==> src/rtl/uart_pkg.sv <==
// Shared UART definitions: FSM state encoding, line levels and parity mode.
// Reused by the transmitter now and the receiver later.
package uart_pkg;

  typedef enum logic [2:0] {
    IDLE   = 3'd0,
    ARMED  = 3'd1,
    START  = 3'd2,
    DATA   = 3'd3,
    PARITY = 3'd4,
    STOP1  = 3'd5,
    STOP2  = 3'd6
  } uart_state_e;

  localparam logic UART_IDLE_LEVEL  = 1'b1;
  localparam logic UART_START_LEVEL = 1'b0;

  typedef enum logic [1:0] {
    PAR_NONE = 2'd0,
    PAR_EVEN = 2'd1,
    PAR_ODD  = 2'd2
  } uart_parity_e;

  function automatic uart_parity_e parity_mode(input logic en, input logic odd);
    if (!en)
      return PAR_NONE;
    return odd ? PAR_ODD : PAR_EVEN;
  endfunction

  // data_xor is the reduction XOR of the payload; odd parity inverts it.
  function automatic logic parity_bit(input uart_parity_e mode, input logic data_xor);
    return data_xor ^ (mode == PAR_ODD);
  endfunction

endpackage

==> src/rtl/uart_tx_if.sv <==
// Valid/ready byte hand-over into the UART transmitter.
interface uart_tx_if #(
  parameter int DATA_BITS = 8
);
  logic [DATA_BITS-1:0] tx_data;
  logic                 tx_valid;
  logic                 tx_ready;

  modport master (output tx_data, output tx_valid, input  tx_ready);
  modport slave  (input  tx_data, input  tx_valid, output tx_ready);
endinterface

==> src/rtl/uart_tick.sv <==
// Rising-edge detector on the baud square wave; uclk is sampled as data on clk.
module uart_tick (
  input  logic clk,
  input  logic rst,
  input  logic uclk,
  output logic tick
);

  logic uclk_q;

  always_ff @(posedge clk or posedge rst) begin
    if (rst)
      uclk_q <= 1'b0;
    else
      uclk_q <= uclk;
  end

  assign tick = uclk & ~uclk_q;

endmodule

==> src/rtl/uart_tx.sv <==
// UART transmitter: start bit, LSB-first data, optional parity, 1 or 2 stop bits.
// state  | meaning
// IDLE   | line high, ready for a frame
// ARMED  | frame latched, waiting for the next tick to begin the start bit
// START  | start bit on the line
// DATA   | data bit idx_q on the line
// PARITY | parity bit on the line
// STOP1  | first stop bit
// STOP2  | second stop bit (only when stop2 was latched)
module uart_tx
  import uart_pkg::*;
#(
  parameter int DATA_BITS = 8
) (
  input  logic      clk,
  input  logic      rst,
  input  logic      uclk,
  uart_tx_if.slave  tx,
  input  logic      par_en,
  input  logic      par_odd,
  input  logic      stop2,
  output logic      txd,
  output logic      tx_busy,
  output logic      tx_done
);

  localparam int CNT_W = $clog2(DATA_BITS);
  localparam logic [CNT_W-1:0] LAST_IDX = CNT_W'(DATA_BITS - 1);

  uart_state_e          state_q, state_d;
  logic [DATA_BITS-1:0] shift_q, shift_d;
  logic [CNT_W-1:0]     idx_q, idx_d;
  logic                 txd_q, txd_d;
  logic                 done_q, done_d;
  logic                 par_en_q, stop2_q, par_bit_q;
  logic                 tick;
  logic                 accept;

  uart_tick u_tick (
    .clk  (clk),
    .rst  (rst),
    .uclk (uclk),
    .tick (tick)
  );

  assign tx.tx_ready = (state_q == IDLE);
  assign accept      = tx.tx_valid & tx.tx_ready;
  assign txd         = txd_q;
  assign tx_busy     = (state_q != IDLE);
  assign tx_done     = done_q;

  always_ff @(posedge clk or posedge rst) begin
    if (rst) begin
      state_q <= IDLE;
      shift_q <= '0;
      idx_q   <= '0;
      txd_q   <= UART_IDLE_LEVEL;
      done_q  <= 1'b0;
    end else begin
      state_q <= state_d;
      shift_q <= shift_d;
      idx_q   <= idx_d;
      txd_q   <= txd_d;
      done_q  <= done_d;
    end
  end

  // Frame configuration is frozen at acceptance so mid-frame changes are ignored.
  always_ff @(posedge clk or posedge rst) begin
    if (rst) begin
      par_en_q  <= 1'b0;
      stop2_q   <= 1'b0;
      par_bit_q <= 1'b0;
    end else if (accept) begin
      par_en_q  <= par_en;
      stop2_q   <= stop2;
      par_bit_q <= parity_bit(parity_mode(par_en, par_odd), ^tx.tx_data);
    end
  end

  always_comb begin
    state_d = state_q;
    shift_d = shift_q;
    idx_d   = idx_q;
    txd_d   = txd_q;
    done_d  = 1'b0;
    unique case (state_q)
      IDLE: begin
        txd_d = UART_IDLE_LEVEL;
        if (accept) begin
          state_d = ARMED;
          shift_d = tx.tx_data;
        end
      end
      ARMED: begin
        if (tick) begin
          state_d = START;
          txd_d   = UART_START_LEVEL;
        end
      end
      START: begin
        if (tick) begin
          state_d = DATA;
          idx_d   = '0;
          txd_d   = shift_q[0];
        end
      end
      DATA: begin
        if (tick) begin
          if (idx_q != LAST_IDX) begin
            idx_d   = idx_q + CNT_W'(1);
            shift_d = shift_q >> 1;
            txd_d   = shift_q[1];
          end else if (par_en_q) begin
            state_d = PARITY;
            txd_d   = par_bit_q;
          end else begin
            state_d = STOP1;
            txd_d   = UART_IDLE_LEVEL;
          end
        end
      end
      PARITY: begin
        if (tick) begin
          state_d = STOP1;
          txd_d   = UART_IDLE_LEVEL;
        end
      end
      STOP1: begin
        if (tick) begin
          if (stop2_q) begin
            state_d = STOP2;
          end else begin
            state_d = IDLE;
            done_d  = 1'b1;
          end
        end
      end
      STOP2: begin
        if (tick) begin
          state_d = IDLE;
          done_d  = 1'b1;
        end
      end
      default: begin
        state_d = IDLE;
        txd_d   = UART_IDLE_LEVEL;
      end
    endcase
  end

endmodule

==> src/flat_wrapper.sv <==
// flat-port wrapper written by rule: the top's interface ports become plain ports
module uart_tx_flat import uart_pkg::*;
#(
  parameter int DATA_BITS = 8
)
  (clk, rst, uclk, par_en, par_odd, stop2, txd, tx_busy, tx_done, tx_tx_data, tx_tx_valid, tx_tx_ready);
  uart_tx_if #(.DATA_BITS(DATA_BITS)) tx_i ();
  input  logic clk;
  input  logic rst;
  input  logic uclk;
  input  logic par_en;
  input  logic par_odd;
  input  logic stop2;
  output logic txd;
  output logic tx_busy;
  output logic tx_done;
  input wire logic [$bits(tx_i.tx_data)-1:0] tx_tx_data;
  input wire logic [$bits(tx_i.tx_valid)-1:0] tx_tx_valid;
  output wire logic [$bits(tx_i.tx_ready)-1:0] tx_tx_ready;
  assign tx_i.tx_data = tx_tx_data;
  assign tx_i.tx_valid = tx_tx_valid;
  assign tx_tx_ready = tx_i.tx_ready;
  uart_tx #(.DATA_BITS(DATA_BITS)) u_core (.clk(clk), .rst(rst), .uclk(uclk), .tx(tx_i), .par_en(par_en), .par_odd(par_odd), .stop2(stop2), .txd(txd), .tx_busy(tx_busy), .tx_done(tx_done));
endmodule
==> config.mk <==
export PLATFORM = sky130hd
export DESIGN_NAME = uart_tx_flat
export DESIGN_NICKNAME = d
export VERILOG_FILES = /design/src/rtl/uart_pkg.sv /design/src/rtl/uart_tx_if.sv /design/src/rtl/uart_tick.sv /design/src/rtl/uart_tx.sv /design/src/flat_wrapper.sv
export SDC_FILE = /design/constraint.sdc
export NUM_CORES = 1
export LEC_CHECK = 0
export CAP_MARGIN = 30
export CORE_ASPECT_RATIO = 1.75
export CORE_UTILIZATION = 35
export CTS_CLUSTER_DIAMETER = 120
export DETAILED_ROUTE_END_ITERATION = 16
export GPL_TIMING_DRIVEN = 0
export HOLD_SLACK_MARGIN = 0.08
export PLACE_DENSITY = 0.66
export SYNTH_ARGS = -nofsm -noshare
export SYNTH_HDL_FRONTEND = slang
export SYNTH_HIERARCHICAL = 1
export SYNTH_SLANG_ARGS = --single-unit
==> constraint.sdc <==
create_clock -name clk -period 1.87 [get_ports clk]
set_input_delay 0.2805 -clock clk [delete_from_list [all_inputs] [get_ports clk]]
set_output_delay 0.2805 -clock clk [all_outputs]
set_load 0.005 [all_outputs]
# Word-level counts from Yosys, hierarchy flattened
# Cells that the tools add are included.
# totals
regBits	20
output_inout_bits	4
# classes
add_sub_neg	1
eq_ne	17
n_mux	35
n_bitwise	5
n_reduce_logical	10
# op_table
cell	count
3-bit two-way mux	11
8-bit two-way mux	3
3-bit one-hot mux with 7 select lines	1
8-bit one-hot mux with 2 select lines	1
2-bit by 1-bit inequality test with 1-bit output (second input constant)	7
1-bit two-way mux	12
3-bit == test (second input constant)	3
2-bit two-way mux	4
4-bit AND reduction	2
8-bit AND reduction	1
8-bit XOR reduction	1
3-bit by 2-bit == test with 1-bit output (second input constant)	2
3-bit one-hot mux with 2 select lines	1
1-bit one-hot mux with 5 select lines	1
5-bit AND reduction	1
2-bit inequality test (second input constant)	2
2-bit nonzero test	2
3-bit by 1-bit adder with 3-bit output (second input constant)	1
3-bit by 1-bit == test with 1-bit output (second input constant)	1
3-bit zero test	1
3-bit inequality test (second input constant)	1
3-bit nonzero test	1
1-bit bitwise AND	2
2-bit == test (second input constant)	1
4 further kinds	5

# Depth between registers and ports, before layout
# Gate-level depths: netlist of run 1.
# depth
depth_word	7
ltp_mapped	7

# Hierarchy
# Netlist of run 1, hierarchy kept.
# modules_own_cells
module	n_inst	cells_per_inst	area_each_um2	seq_area_each_um2
uart_tx	1	121	1082.3	476.7
uart_tick	1	3	42.5	25.0

# Worst setup path after synthesis of run 1
# Ideal clock, no wire load.
# synth_timing
path_kind	flip-flop to flip-flop
startpoint	reg u_core.idx_q[0]
endpoint	reg u_core.shift_q[7]
setup_time_ns	0.120
arrival_time_ns	1.531
required_ns	1.750
slack_ns	0.219
path_stages_with_launch	7
period_less_slack_ns	1.651
cell_sequence	dfrtp_1 -> ha_1 -> ha_1 -> nand4b_1 -> a21oi_4 -> nor2b_1 -> a31o_2
# synth_between
elab_chain_len	3
# synth_lines
element	line	text
from (decl)	uart_tx.sv:32	logic [CNT_W-1:0] idx_q, idx_d;
from (signal assigned)	uart_tx.sv:62	idx_q <= idx_d;
3-bit inequality test	uart_tx.sv:110	if (idx_q != LAST_IDX) begin
2-bit by 1-bit inequality test with 1-bit output (no line)	n/a	
4-bit AND reduction (no line)	n/a	
to (signal assigned)	uart_tx.sv:61	shift_q <= shift_d;
to (decl)	uart_tx.sv:31	logic [DATA_BITS-1:0] shift_q, shift_d;
# Every way passes these cells.
# A chain may end at the register's enable or synchronous reset.

# Worst setup path after layout of run 1
# layout_timing
startpoint	reg u_core.state_q[2]
endpoint	out tx_tx_ready
# layout_between
elab_chain_len	1
# layout_lines
element	line	text
from (decl)	uart_tx.sv:30	uart_state_e state_q, state_d;
from (signal assigned)	uart_tx.sv:60	state_q <= state_d;
3-bit zero test	uart_tx.sv:46	assign tx.tx_ready = (state_q == IDLE);
to (decl)	flat_wrapper.sv:19	output wire logic [$bits(tx_i.tx_ready)-1:0] tx_tx_ready;
# Every way passes these cells.

==> results of run 1 <==
-- kinds of logic after synthesis --
family | Yosys count | share of synthesized area, %
AOI/OAI and AO/OA | 31 | 17.8
xor gates and xnor gates | 7 | 6.67
buffers and inverters | 16 | 6.78
DFF | 20 | 44.6
muxes | 3 | 2.89
and+or+nand+nor | 45 | 19.0
adders and majority gates | 2 | 2.22
-- stage by stage --
| step | util [%] | total power, mW |
|---|---|---|
| floorplan | - | 1.32 |
| global placement | 45.4 | 1.52 |
| detailed placement | 45.4 | 1.57 |
| CTS | 47.4 | 1.91 |
| global route | 48.3 | 2.12 |
| finish | 48.3 | 1.94 |
-- worst reg2reg max path: cells and delay by family (launching register included) --
family / cells / cell delay [ns]
adders and majority gates: 2 / 0.45
DFF: 1 / 0.40
and+or+nand+nor: 2 / 0.29
AOI/OAI and AO/OA: 2 / 0.40
buffers and inverters: 1 / 0.17
-- worst paths after layout --
kind	to	slack, ns	cells after the start
worst max-delay path	tx_tx_ready	0.05	2
worst min-delay path	u_core/u_tick/uclk_q	0.18	2
worst max register to register	u_core/shift_q[2]	0.07	7
worst min register to register	u_core/par_bit_q	0.49	2
max in group asynchronous	u_core/state_q[2]	0.93	2
min in group clk	u_core/par_bit_q	0.49	2
-- flip-flops by register name (all words and copies together) (netlist names) --
name	flops
u_core/par_bit_q	1
u_core/txd	1
u_core/state_q	3
u_core/u_tick/uclk_q	1
u_core/idx_q	3
u_core/par_en_q	1
u_core/tx_done	1
u_core/stop2_q	1
u_core/shift_q	8
-- area by class of cell --
class	instances	area share [%]
flip-flops and latches	20	34.7
repair buffers	21	14.0
plain buffers	7	2.94
multi-input cells	88	38.6
inverters	9	2.34
well taps	42	3.63
clock buffers	4	3.81
-- synth_stat cells, types with 2 or more instances --
| cell | number |
|---|---|
| sky130_fd_sc_hd__nand2_1 | 22 |
| sky130_fd_sc_hd__dfrtp_1 | 19 |
| sky130_fd_sc_hd__nor2_1 | 10 |
| sky130_fd_sc_hd__a31oi_1 | 9 |
| sky130_fd_sc_hd__inv_1 | 9 |
| sky130_fd_sc_hd__a21oi_1 | 7 |
| sky130_fd_sc_hd__o21ai_0 | 6 |
| sky130_fd_sc_hd__xnor2_1 | 5 |
| sky130_fd_sc_hd__a211oi_1 | 3 |
| sky130_fd_sc_hd__clkbuf_1 | 3 |
| sky130_fd_sc_hd__buf_6 | 2 |
| sky130_fd_sc_hd__ha_1 | 2 |
| sky130_fd_sc_hd__mux2_2 | 2 |
| sky130_fd_sc_hd__nand3_1 | 2 |
| sky130_fd_sc_hd__nor3_1 | 2 |
-- timing repair --
action / in CTS / in global routing
endpoints found under the setup margin: 2 / 5
pin swaps: 0 / 1
resized for setup: 1 / 1
setup buffers: 0 / 3
hold buffers: 0 / 0
endpoints found under the hold margin: 0 / 0
-- power by group --
| group | switching, mW | leakage, nW | internal, mW | total (mW) |
|---|---|---|---|---|
| clock | 0.136 | 0.0288 | 0.187 | 0.323 |
| combinational | 0.458 | 0.347 | 0.429 | 0.887 |
| sequential | 0.116 | 0.239 | 0.618 | 0.733 |
| total | 0.710 | 0.615 | 1.23 | 1.94 |
-- metal layers --
layer | vias to the layer above | routed length [µm] | track usage [%]
li1 | 476 | - | -
met1 | 449 | 953 | 18.8
met2 | 21 | 1290 | 27.2
met3 | 4 | 77 | 2.35
met4 | 0 | 30 | 7.88
met5 | - | 0 | 0
==> results, run 1 <==
- The run finished with clean final reports.
- In the final design database the tool counted 167 nets.
- For the pin with the worst max-slew slack, the measured transition is 0.732 ns.
- The portion of the clock cycle consumed by the worst path in the final layout is 97.3%.
- After detailed routing, the average wire length per cell comes to 12.3 µm.
- A synthesized cell averages 9.07 µm².
- The worst path needs 1.82 ns of the cycle, external delays included.
- The maximum clock frequency is 549 MHz.
- The count of nets left with antenna violations once routing finished came out at 0.
- The share of final-layout standard cells stronger than drive strength 1 is 13.4%.
- The sum of overflow across all layers after global routing is 0.
- The number of synthesized flops with an enable pin is 0.
- The library cell used most frequently in the layout, excluding fill and tap cells, is sky130_fd_sc_hd__nand2_1.
- For this run, asynchronously set or reset flops after synthesis account for 100%.
- The max-slew headroom at the worst pin is 51.1%.
- Hold is met by 0.183 ns.
- The routed via count divided by cell count is 4.97.
- During I/O placement, the number of pins put on the boundary was 19.
- In this run, placement finished with an instance count of 184.
- The worst setup path is launched from a register.
- The CTS tree is done.
- In this run the critical register-to-register path is launched from u_core/idx_q[0].
- The gate count of the mapped netlist is 124.
- The total length of routed wires is 2350 µm.
- The number of global-route vias before repair was 1036.
- The net count of the mapped netlist is 141.
- The setup violation total in the final timing report is 0.
- The floorplan step set the die width to 44.9 µm.
- The final weighted congestion in routability-driven placement is 0.869.
- Data on the critical path is required at its endpoint by 1.59 ns.
- The dominant register cell in the synthesized netlist is sky130_fd_sc_hd__dfrtp_1.
- The number of max-slew violations in the final report came to 0.
- The number of distinct library cells after synthesis is 36.
- Summed over its instances, the top area cell type makes up 42.3% of the synthesized netlist area.
- The cell area that synthesis handed to floorplanning was 0.00112 mm².
- Across the VDD grid, the largest voltage drop is 511 µV.
- The highest net fanout along the worst path is 6.
- Counting flops and latches in the post-synthesis netlist gives 20.
- The routed layout has 950 vias.
- The effective utilization at floorplan is 37.6%.
- The sum of buffers and inverters on the critical path is 1.
- Summing all multi-input logic gate instances after layout gives 558 µm².
- The count of cells in the finished layout, fillers not included, comes to 191.
- During placement, the flow inserted port buffers numbering 18.
- Setup slack on the critical path of the routed design comes to 0.0496 ns.
- In the global route stage, overall resource usage came out at 16.1%.
- 0 antenna diodes ended up in the layout.
- The layout has 301 filler cells.
- The post-CTS clock slew at the launch and capture registers of the worst setup and hold paths is 0.07 ns.
- The cell area after layout is 0.00145 mm².
- The setup TNS after final layout is 0 ns.
- The post-detailed-route DRC marker count is 0.
- Walking the worst path, the cells encountered are nor3_4 > clkdlybuf4s50_1.
- The type of the most critical hold path is in2async.
- The first element of the critical path is u_core/state_q[2].
- In the post-synthesis netlist, the biggest area contributors are sky130_fd_sc_hd__dfrtp_1 42%, sky130_fd_sc_hd__nand2_1 7.3%, sky130_fd_sc_hd__a31oi_1 5.0%.
- The static leakage is 0.615 nW.
- The sort of element at the end of the critical path is a primary output.
- The largest individual stage delay along the critical path comes from the cell sky130_fd_sc_hd__clkdlybuf4s50_1.
- The max-capacitance violation count is 0.
- At the placement stage, the worst setup path has a slack of -0.00165 ns.
- The initialized floorplan defines 26 standard-cell rows.
- The clock latency on the worst-skew pair is 0.25 ns.
- Entering global routing, the biggest net connects 20 pins.
- The estimated wirelength of the detail-placed design is 1780 µm.
- The area of the placeable core is 0.00299 mm².
- The first global-routing pass estimated 4230 µm of wire.
- Buffers inserted during clock tree synthesis total 3.
- The data arrival time at the worst-slack endpoint is 1.54 ns.
- The fraction of the yosys area taken by sequential cells is 44.6%.
- For this run, the number of Yosys warnings is 6.
- The number of antenna violations at the first check in global routing is 0.
- The number of hold violations in the final report is 0.
- Once placement finished, the instance area stood at 0.00136 mm².
- The area of all sequential standard cells is 502 µm².
- The TritonCTS sink count is 20.
- The cell type group with the largest total delay on the critical path is buffers and inverters.
- The area growth from synthesis to layout is 28.6%.
- The number of iterations in the first detailed-routing pass is 4.
- CTS built an H-tree with a depth of 1.
- The cell type with the largest total area after synthesis is sky130_fd_sc_hd__dfrtp_1.
- In the layout the commonest cells are 22 x sky130_fd_sc_hd__nand2_1, 19 x sky130_fd_sc_hd__dfrtp_1, 18 x sky130_fd_sc_hd__clkdlybuf4s50_1.
- The root buffer cell is sky130_fd_sc_hd__clkbuf_8.
- The total power density per cell area is 1340 mW/mm².
- The critical path is of the reg2out type.
- The maximum root-to-sink buffer count is 2.
- The detailed router finished its first iteration with 37 violations.
- The floorplan step set the die height to 77.0 µm.
- The clock arrives with 0.00116 ns of skew.
- The full die area is 0.00345 mm².
- The maximum single-stage delay on the critical path is 0.54 ns.
No activity file was read; power rests on OpenSTA's default activity.
==> inputs of run 2 (changes only) <==
- CORE_ASPECT_RATIO: 1.75 -> unset
- CORE_UTILIZATION: 35 -> 50
- PLACE_DENSITY: 0.66 -> 0.85
==> run 2 against run 1 <==
Compared with the run above: sequential cell count unchanged; final cell count decreased by 7.3%; hold slack got worse by 0.069 ns; die area is 29% lower; global-route usage is 6.6 points higher; cell area shrank 0.43%; core utilization increased by 22 points; combinational power is 2% higher; sequential share of layout area grew 0.32 points; wire length grew 6.0%; non-clock buffer count up 1; largest cell class unchanged.
==> results, run 2 (synthesized netlist as in run 1, its figures left out) <==
- The run finished with clean final reports.
- The TritonCTS sink count is 20 (unchanged).
- The source of the worst register-to-register timing path is u_core/idx_q[0].
- The number of hold violations in the final report came to 0 (unchanged).
- The floorplan row count is 16 (-38%).
- The number of buffers inserted during clock tree synthesis was 3 (unchanged).
- The required time of the critical path is 1.59 ns (about the same).
- From synthesis to final layout, the design area changed by 28.0%.
- The full die area is 0.00244 mm² (-29%).
- The first-pass GRT wire length is 4150 µm (-1.8%).
- The share of final-layout standard cells stronger than drive strength 1 is 16.0% (+2.6 points).
- The number of antenna violations at the first check in global routing is 0 (unchanged).
- The largest registers in the layout are u_core/shift_q (8), u_core/idx_q (3), u_core/state_q (3).
- The post-CTS clock slew at the launch and capture registers of the worst setup and hold paths was 0.12 ns (+0.05 ns).
- The die height came to 49.4 µm (-36%).
- The cts-stage hold buffer count is 0 (unchanged).
- The wire length per cell after detailed routing is 14.1 µm (+14%).
- The number of DRC markers after the initial detailed-route iteration is 34 (-8.1%).
- The overall power of the completed layout is 2.01 mW (+3.3%).
- The final weighted congestion in routability-driven placement was 0.836 (-3.8%).
- The total routing resource utilization after global routing was 22.7% (+6.6 points).
- The total number of nets in the final design is 168 (+0.60%).
- The number of max-slew violations in the final report is 0 (unchanged).
- CTS placed an instance of sky130_fd_sc_hd__clkbuf_4 at the clock tree root.
- The data arrival time at the worst-slack endpoint is 1.50 ns (-0.04 ns).
- The number of antenna cells inserted is 0 (unchanged).
- The final critical delay including setup and external delays came to 1.78 ns (-0.0418 ns).
- The total length of routed wires was 2490 µm (+6.0%).
- The largest voltage drop on the vdd net is 913 µV (+79%).
- The type of element launching the critical path is a register.
- The first element of the critical path is u_core/state_q[1].
- The highest net fanout along the worst path is 9 (+3).
- The sum of overflow across all layers after global routing is 0 (unchanged).
- The total power density per cell area is 1390 mW/mm² (+3.7%).
- The type of the most critical hold path is in2async.
- The number of vias in the routed layout is 983 (+3.5%).
- The area of the placeable core is 0.00204 mm² (-32%).
- The maximum clock frequency is 562 MHz (+2.4%).
- The post-detailed-route DRC marker count is 0 (unchanged).
- The number of flip-flops under the largest register name was 8 (unchanged).
- The effective utilization at floorplan is 55.1% (+18 points).
- The routed via count divided by cell count came to 5.55 (+12%).
- The number of H-tree branching levels is 1 (unchanged).
- The top cell types in the final layout, fill and taps aside, are 22 x sky130_fd_sc_hd__nand2_1, 17 x sky130_fd_sc_hd__clkdlybuf4s50_1, 17 x sky130_fd_sc_hd__dfrtp_1.
- The number of global-route vias before repair came to 950 (-8.3%).
- The worst setup skew after layout came to 0.0144 ns (+0.0132 ns).
- The maximum root-to-sink buffer count is 2 (unchanged).
- The number of iterations in the first detailed-routing pass was 4 (unchanged).
- The setup violation total in the final timing report is 0 (unchanged).
- The largest net degree at the start of global routing came to 20 (unchanged).
- The count of nets left with antenna violations after detail routing came to 0 (unchanged).
- The max-capacitance violation count is 0 (unchanged).
- The horizontal die dimension is 49.4 µm (+10%).
- The estimated wirelength of the detail-placed design was 1760 µm (-1.1%).
- The number of port buffers came to 18 (unchanged).
- The max-slew headroom at the worst pin came to 53.2% (+2.1 points).
- The post-route worst hold slack is 0.114 ns (-0.0693 ns).
- The worst reg2reg path depth is 7 (unchanged).
- u_core/shift_q holds more flip-flops than any other register.
- The kind of critical path is reg2out.
- The transition at the pin with the smallest max-transition slack is 0.701 ns (-0.0317 ns).
- Setup repair after global routing left no endpoint under its margin.
- The count of pins on the block boundary is 19 (unchanged).
- The portion of the clock cycle consumed by the worst path in the final layout was 95.1% (-2.2 points).
- The static leakage came to 0.628 nW (+2.0%).
- STA classifies the critical path endpoint as a primary output.
- The final core utilization was 70.5% (+22 points).
- Leaving out fill and tap cells, the most frequent cell in the layout is sky130_fd_sc_hd__nand2_1.
- TritonCTS built the clock tree.
- The clock latency on the worst-skew pair is 0.31 ns (+0.06 ns).
-- run 2: cell count changes in the layout (fill, tap and decap cells not counted), sizes merged --
cell,before,now
buf,7,8
bufinv,0,1
clkbuf,7,6
clkdlybuf4s50,18,17
dlymetal6s2s,0,1
-- run 2: metal layers --
metal	track usage [%]	vias up	wire (µm)
li1	-	477	-
met1	28.1	464	1020
met2	37.4	38	1300
met3	4.98	4	137
met4	10.5	0	40
met5	0	-	0
-- run 2: worst max-delay path: stages, from the launching register on --
cell                              delay (ns)
sky130_fd_sc_hd__dfrtp_1                0.40
sky130_fd_sc_hd__buf_6                  0.14
sky130_fd_sc_hd__nor3_4                 0.16
sky130_fd_sc_hd__inv_1                  0.06
sky130_fd_sc_hd__clkdlybuf4s50_1        0.44
-- run 2: timing repair --
item | CTS | global route
gates resized for setup | 3 | 3
setup buffers | 0 | 4
pin swaps | 0 | 1
setup endpoints to repair | 2 | 10
-- run 2: path summary, 6_finish.rpt --
path,slack [ns],endpoint
worst max register to register,0.15,u_core/shift_q[2]
min in group clk,0.44,u_core/u_tick/uclk_q
max in group asynchronous,0.99,u_core/state_q[2]
worst min register to register,0.49,u_core/idx_q[0]
worst max-delay path,0.09,tx_busy
worst min-delay path,0.11,u_core/u_tick/uclk_q
-- run 2: power by group --
part	internal [mW]	total, mW	switching [mW]
registers	0.618	0.752	0.133
clock network	0.217	0.353	0.136
logic	0.428	0.903	0.476
total	1.26	2.01	0.745
-- run 2: final cells by class --
cell class / instances / area [µm²]
buffer: 7 / 42.5
timing repair buffer: 22 / 213
fill: 156 / 602
sequential: 20 / 504
tap: 27 / 33.8
clock inverter: 1 / 30.0
multi-input combinational: 88 / 561
inverter: 9 / 33.8
clock buffer: 3 / 22.5
-- run 2: through the flow --
stage / cells / setup slack, ns / setup TNS, ns / area, µm²
after CTS: 173 / 0.00460 / 0 / 1400
after floorplan: 124 / 0.219 / 0 / 1120
after global placement: 169 / 0.0135 / 0 / 1340
final: 177 / 0.0914 / 0 / 1440
after detailed placement: 169 / -0.0327 / -0.0724 / 1340
after global routing: 177 / 0.00476 / 0 / 1440
==> inputs of run 3 (changes only) <==
- CORE_MARGIN: unset -> 5
- CORE_UTILIZATION: 50 -> 51
- PLACE_DENSITY: 0.85 -> 0.86
==> run 3 against run 2 <==
Compared with the run above: setup slack better by 0.012 ns; sequential power shrank 1%; die area grew 33%; global-route usage shrank 8.1 points; clock-buffer cell count did not move; critical endpoint is now u_core/shift_q[7]; largest cell class unchanged; highest routed layer unchanged.
==> results, run 3 (synthesized netlist as in run 1, its figures left out) <==
- The post-detailed-route DRC marker count is 0 (unchanged).
- The type of the most critical hold path is in2async.
- The largest voltage drop on the vdd net was 907 µV (-0.72%).
- The effective utilization at floorplan is 52.4% (-2.7 points).
- The overall power of the completed layout was 1.97 mW (-2.1%).
- The static leakage came to 0.628 nW (about the same).
- The max-capacitance violation count came to 0 (unchanged).
- The TritonCTS sink count is 20 (unchanged).
- TritonCTS built the clock tree.
- The total routing resource utilization after global routing is 14.5% (-8.1 points).
- The largest net degree at the start of global routing came to 20 (unchanged).
- Setup repair after global routing left no endpoint under its margin.
- The max-slew headroom at the worst pin was 53.2% (about the same).
- The library cell contributing the largest single delay on the critical path is sky130_fd_sc_hd__dfrtp_1.
- In the final layout, the registers with the most flip-flops are u_core/shift_q (8), u_core/idx_q (3), u_core/state_q (3).
- The post-CTS clock slew at the launch and capture registers of the worst setup and hold paths is 0.12 ns (about the same).
- The transition at the pin with the smallest max-transition slack came to 0.701 ns (-0.0000244 ns).
- The routing usage on met1 is 19.1% (-9.1 points).
- The register ranked first by flip-flop count is u_core/shift_q.
- The wire length per cell after detailed routing is 13.6 µm (-3.7%).
- The post-placement cell area is 0.00134 mm² (about the same).
- The number of H-tree branching levels was 1 (unchanged).
- The full die area is 0.00325 mm² (+33%).
- The number of hold violations in the final report is 0 (unchanged).
- The critical path in this run is classified as reg2reg.
- The met2 capacity usage during global routing came to 24.0% (-13 points).
- The highest net fanout along the worst path is 7 (-2).
- The number of buffers inserted during clock tree synthesis is 3 (unchanged).
- The die height came to 57.0 µm (+15%).
- The maximum single-stage delay on the critical path is 0.42 ns (-0.02 ns).
- The number of max-slew violations in the final report is 0 (unchanged).
- The number of global-route vias before repair is 912 (-4.0%).
- The cts-stage hold buffer count is 0 (unchanged).
- The critical path goes through ha_1 > ha_2 > nand4b_1 > a21oi_4 > buf_4 > nor2b_1 > a31o_2.
- The worst setup path is captured at a register.
- The required time of the critical path came to 2.08 ns (+0.49 ns).
- Compared with the post-synthesis result, the final layout area differs by 27.7%.
- The setup TNS after final layout was 0 ns (unchanged).
- The cell type group with the largest total delay on the critical path is flip-flops.
- The area of the placeable core is 0.00215 mm² (+5.2%).
- The number of antenna cells inserted is 0 (unchanged).
- Leaving out fill and tap cells, the most frequent cells in the layout are 22 x sky130_fd_sc_hd__nand2_1, 17 x sky130_fd_sc_hd__dfrtp_1, 16 x sky130_fd_sc_hd__clkdlybuf4s50_1.
- The count of pins on the block boundary came to 19 (unchanged).
- The worst setup skew after layout is 0.0156 ns (+0.00119 ns).
- The cell area after layout came to 0.00144 mm² (-0.26%).
- The total number of nets in the final design is 167 (-0.60%).
- The routed via count divided by cell count is 5.54 (-0.31%).
- The number of antenna violations at the first check in global routing is 0 (unchanged).
- The number of vias in the routed layout is 980 (-0.31%).
- The setup violation total in the final timing report was 0 (unchanged).
- The count of nets left with antenna violations after detail routing was 0 (unchanged).
- The final critical delay including setup and external delays is 1.77 ns (-0.0123 ns).
- The total power density per cell area is 1370 mW/mm² (-1.8%).
- The maximum root-to-sink buffer count was 2 (unchanged).
- The horizontal die dimension is 57.0 µm (+15%).
- The data arrival time at the worst-slack endpoint came to 1.98 ns (+0.48 ns).
- The root buffer cell is sky130_fd_sc_hd__clkbuf_4.
- The run finished with clean final reports.
- The worst setup path is launched from a register.
- The estimated wirelength of the detail-placed design is 1730 µm (-1.7%).
- The post-route worst hold slack is 0.137 ns (+0.0230 ns).
- The number of flip-flops under the largest register name is 8 (unchanged).
- The sum of overflow across all layers after global routing is 0 (unchanged).
- The number of port buffers came to 18 (unchanged).
- Leaving out fill and tap cells, the most frequent cell in the layout is sky130_fd_sc_hd__nand2_1.
- The met3 usage is 3.17% (-1.8 points).
- The floorplan row count was 17 (+1).
- The first-pass GRT wire length was 3870 µm (-6.8%).
- The maximum clock frequency is 566 MHz (+0.69%).
- met2 is the most crowded layer.
- The portion of the clock cycle consumed by the worst path in the final layout is 94.5% (-0.66 points).
- The number of iterations in the first detailed-routing pass is 4 (unchanged).
- The share of final-layout standard cells stronger than drive strength 1 is 15.4% (-0.56 points).
- The sum of buffers and inverters on the critical path was 1 (-2).
- The filler cell count came to 165 (+5.8%).
- The total length of routed wires is 2400 µm (-3.7%).
- The final weighted congestion in routability-driven placement is 0.784 (-6.3%).
- The clock latency on the worst-skew pair is 0.31 ns (about the same).
- The number of DRC markers after the initial detailed-route iteration is 33 (-2.9%).
==> run 3: cell count changes in the layout (fill, tap and decap cells not counted), sizes merged <==
cell,before,now
clkdlybuf4s50,17,16
buf,8,7
dlymetal6s2s,1,2
==> run 3: per-layer routing <==
metal,vias to the layer above,part of all wire (%)
li1,476,-
met1,467,43
met2,33,52
met3,4,3.6
met4,0,1.3
met5,-,0
==> run 3: through the flow <==
step	setup WS, ns	util [%]	instances
floorplan	0.219	-	124
global placement	0.0264	62.4	170
detailed placement	-0.0247	62.4	170
CTS	0.0150	65.8	175
global route	0.0429	66.9	177
finish	0.104	66.9	177
==> run 3: final cells by class <==
class / count / area [µm²] / area share (%)
multi-input cells: 88 / 561 / 39.0
flip-flops and latches: 20 / 504 / 35.1
repair buffers: 21 / 208 / 14.5
plain buffers: 7 / 42.5 / 2.96
well taps: 28 / 35.0 / 2.44
inverters: 9 / 33.8 / 2.35
clock inverters: 1 / 30.0 / 2.09
clock buffers: 3 / 22.5 / 1.57
==> run 3: final timing paths <==
path | slack [ns] | endpoint | depth (start not counted) | from
max reg2reg | 0.10 | u_core/shift_q[7] | 7 | u_core/idx_q[0]
min | 0.14 | u_core/u_tick/uclk_q | 2 | rst
max | 0.10 | u_core/shift_q[7] | 7 | u_core/idx_q[0]
max in group asynchronous | 0.97 | u_core/state_q[0] | 2 | rst
min reg2reg | 0.51 | u_core/idx_q[0] | 1 | u_core/idx_q[0]
min in group clk | 0.45 | u_core/u_tick/uclk_q | 1 | uclk
==> run 3: timing repair <==
action                     CTS  global route
hold endpoints to repair     0             0
setup buffers                1             2
gates resized for setup      3             4
setup endpoints to repair    2             6
pin swaps                    0             1
==> run 3: power by group <==
group          switching, mW  total [mW]  internal (mW)  leakage [nW]
Clock                  0.132       0.349          0.217        0.0279
Combinational          0.460       0.875          0.415         0.363
Sequential             0.123       0.742          0.618         0.237
==> edit: new RTL, flow settings as in run 3 <==
The 7 states of `uart_state_e` get a one-hot encoding in 7 bits.
--- a/src/rtl/uart_pkg.sv
+++ b/src/rtl/uart_pkg.sv
@@ -4,10 +4,10 @@
 
-  typedef enum logic [2:0] {
-    IDLE   = 3'd0,
-    ARMED  = 3'd1,
-    START  = 3'd2,
-    DATA   = 3'd3,
-    PARITY = 3'd4,
-    STOP1  = 3'd5,
-    STOP2  = 3'd6
+  typedef enum logic [6:0] {
+    IDLE   = 7'b0000001,
+    ARMED  = 7'b0000010,
+    START  = 7'b0000100,
+    DATA   = 7'b0001000,
+    PARITY = 7'b0010000,
+    STOP1  = 7'b0100000,
+    STOP2  = 7'b1000000
   } uart_state_e;
Check against the original RTL: no difference found for any inputs over 10 cycles, from zero or initial values and one cycle with rst high; not proved beyond that.
==> edit against run 3 <==
The run now ends with setup timing left. Core utilization increased by 4.8 points. First-iteration DRC count grew to 2.6 times the old value. Power grew 37%. Synthesized cell count grew 29%. Routed wire length grew 60%. Sequential cell count is 4 higher. Synthesized area grew 35%. Setup slack lost 120 ps. Design area up 40%.
==> edit: results (changes against run 3) <==
CP max FO=5 (was 7); Non-CTS buffers=40 (was 28); number of setup buffers added after CTS=11 (was 1); largest net degree at the start of global routing=24 (was 20); Synth cell types=44 (was 36); final cell count without fillers=225 (was 177); Cells after Synth=160 (was 124); top area cells in the synthesized netlist=dfrtp_1 36%, xnor2_1 5.2%, mux2i_1 4.6%, nor2_1 4.2%, dfstp_2 3.5% (was dfrtp_1 42%, nand2_1 7.3%, a31oi_1 5.0%, xnor2_1 3.9%, nor2_1 3.3%); final number of setup-violating endpoints=2 (was 0); Layout non-clock buf frac=17.9% (was 17.4%); placed cell areas=0.00174 sq mm (was 0.00134 sq mm); Worst Tran Pin Value=886 ps (was 701 ps); Compound-Gate Fraction of Synth Area=16.2% (was 17.8%); clock network area share=2.61% (was 3.66%); GRT Util Overall=19.4% (was 14.5%); 1st-iter DRT viols=85 (was 33); worst vdd ir=0.643 mV (was 0.907 mV); worst r2r path cells=6 (was 7); vias in the first global route=1413 (was 912); Cell Rows=19 (was 17); violated checks=setup timing; Largest stage delay, worst path=400 ps (was 420 ps); post-synthesis xor/xnor area fraction=6.91% (was 6.67%); Top delay family on crit path=simple AND/OR/NAND/NOR gates (was flip-flops); Final WS setup=-14.8 ps (was 104 ps); top cells by count, synth=22 x dfrtp_1, 17 x nor2_1, 9 x a21oi_1, 9 x o21ai_0, 9 x xnor2_1 (was 22 x nand2_1, 19 x dfrtp_1, 10 x nor2_1, 9 x a31oi_1, 9 x inv_1); Post-Synth Adder-Cell Area=1.64% (was 2.22%); status=finished, violations left (was finished clean); vias per cell=6.19 (was 5.54); Setup crit end=u_core/state_q[2] (was u_core/shift_q[7])
## edit: cell types whose count changed after synthesis, sizes merged, moves of 4 or more
cell and delta:
nand2 -15, a31oi -8, mux2i +6, nor2 +6, nand2b +5, nor3 +5
buf +4, nor4 +4, or3 +4, xnor2 +4
## edit: through the flow
step                worst slack, ps  hold WS, ps  TNS (ps)  power [mW]
finish                        -14.8          107     -28.7        2.69
CTS                           -47.5         99.9     -93.7        2.53
detailed placement             -292          458     -3010        1.97
global route                  -46.1          101      -109        2.87
floorplan                     -27.5         9.21     -54.9        1.64
global placement               -212          450     -2170        1.92
## edit: power breakdown
group / switching (mW) / leakage (nW) / internal (mW) / total, mW
Sequential: 0.119 / 0.295 / 0.705 / 0.824
Clock: 0.156 / 0.0279 / 0.217 / 0.373
Combinational: 0.745 / 0.590 / 0.753 / 1.50
## edit: metal layers
layer	up-vias	global-route usage, %	routed length, microns
met4	0	8.44	149
met1	666	21.4	1410
met5	-	0	0
li1	639	-	-
met2	72	34.8	2020
met3	16	5.53	271
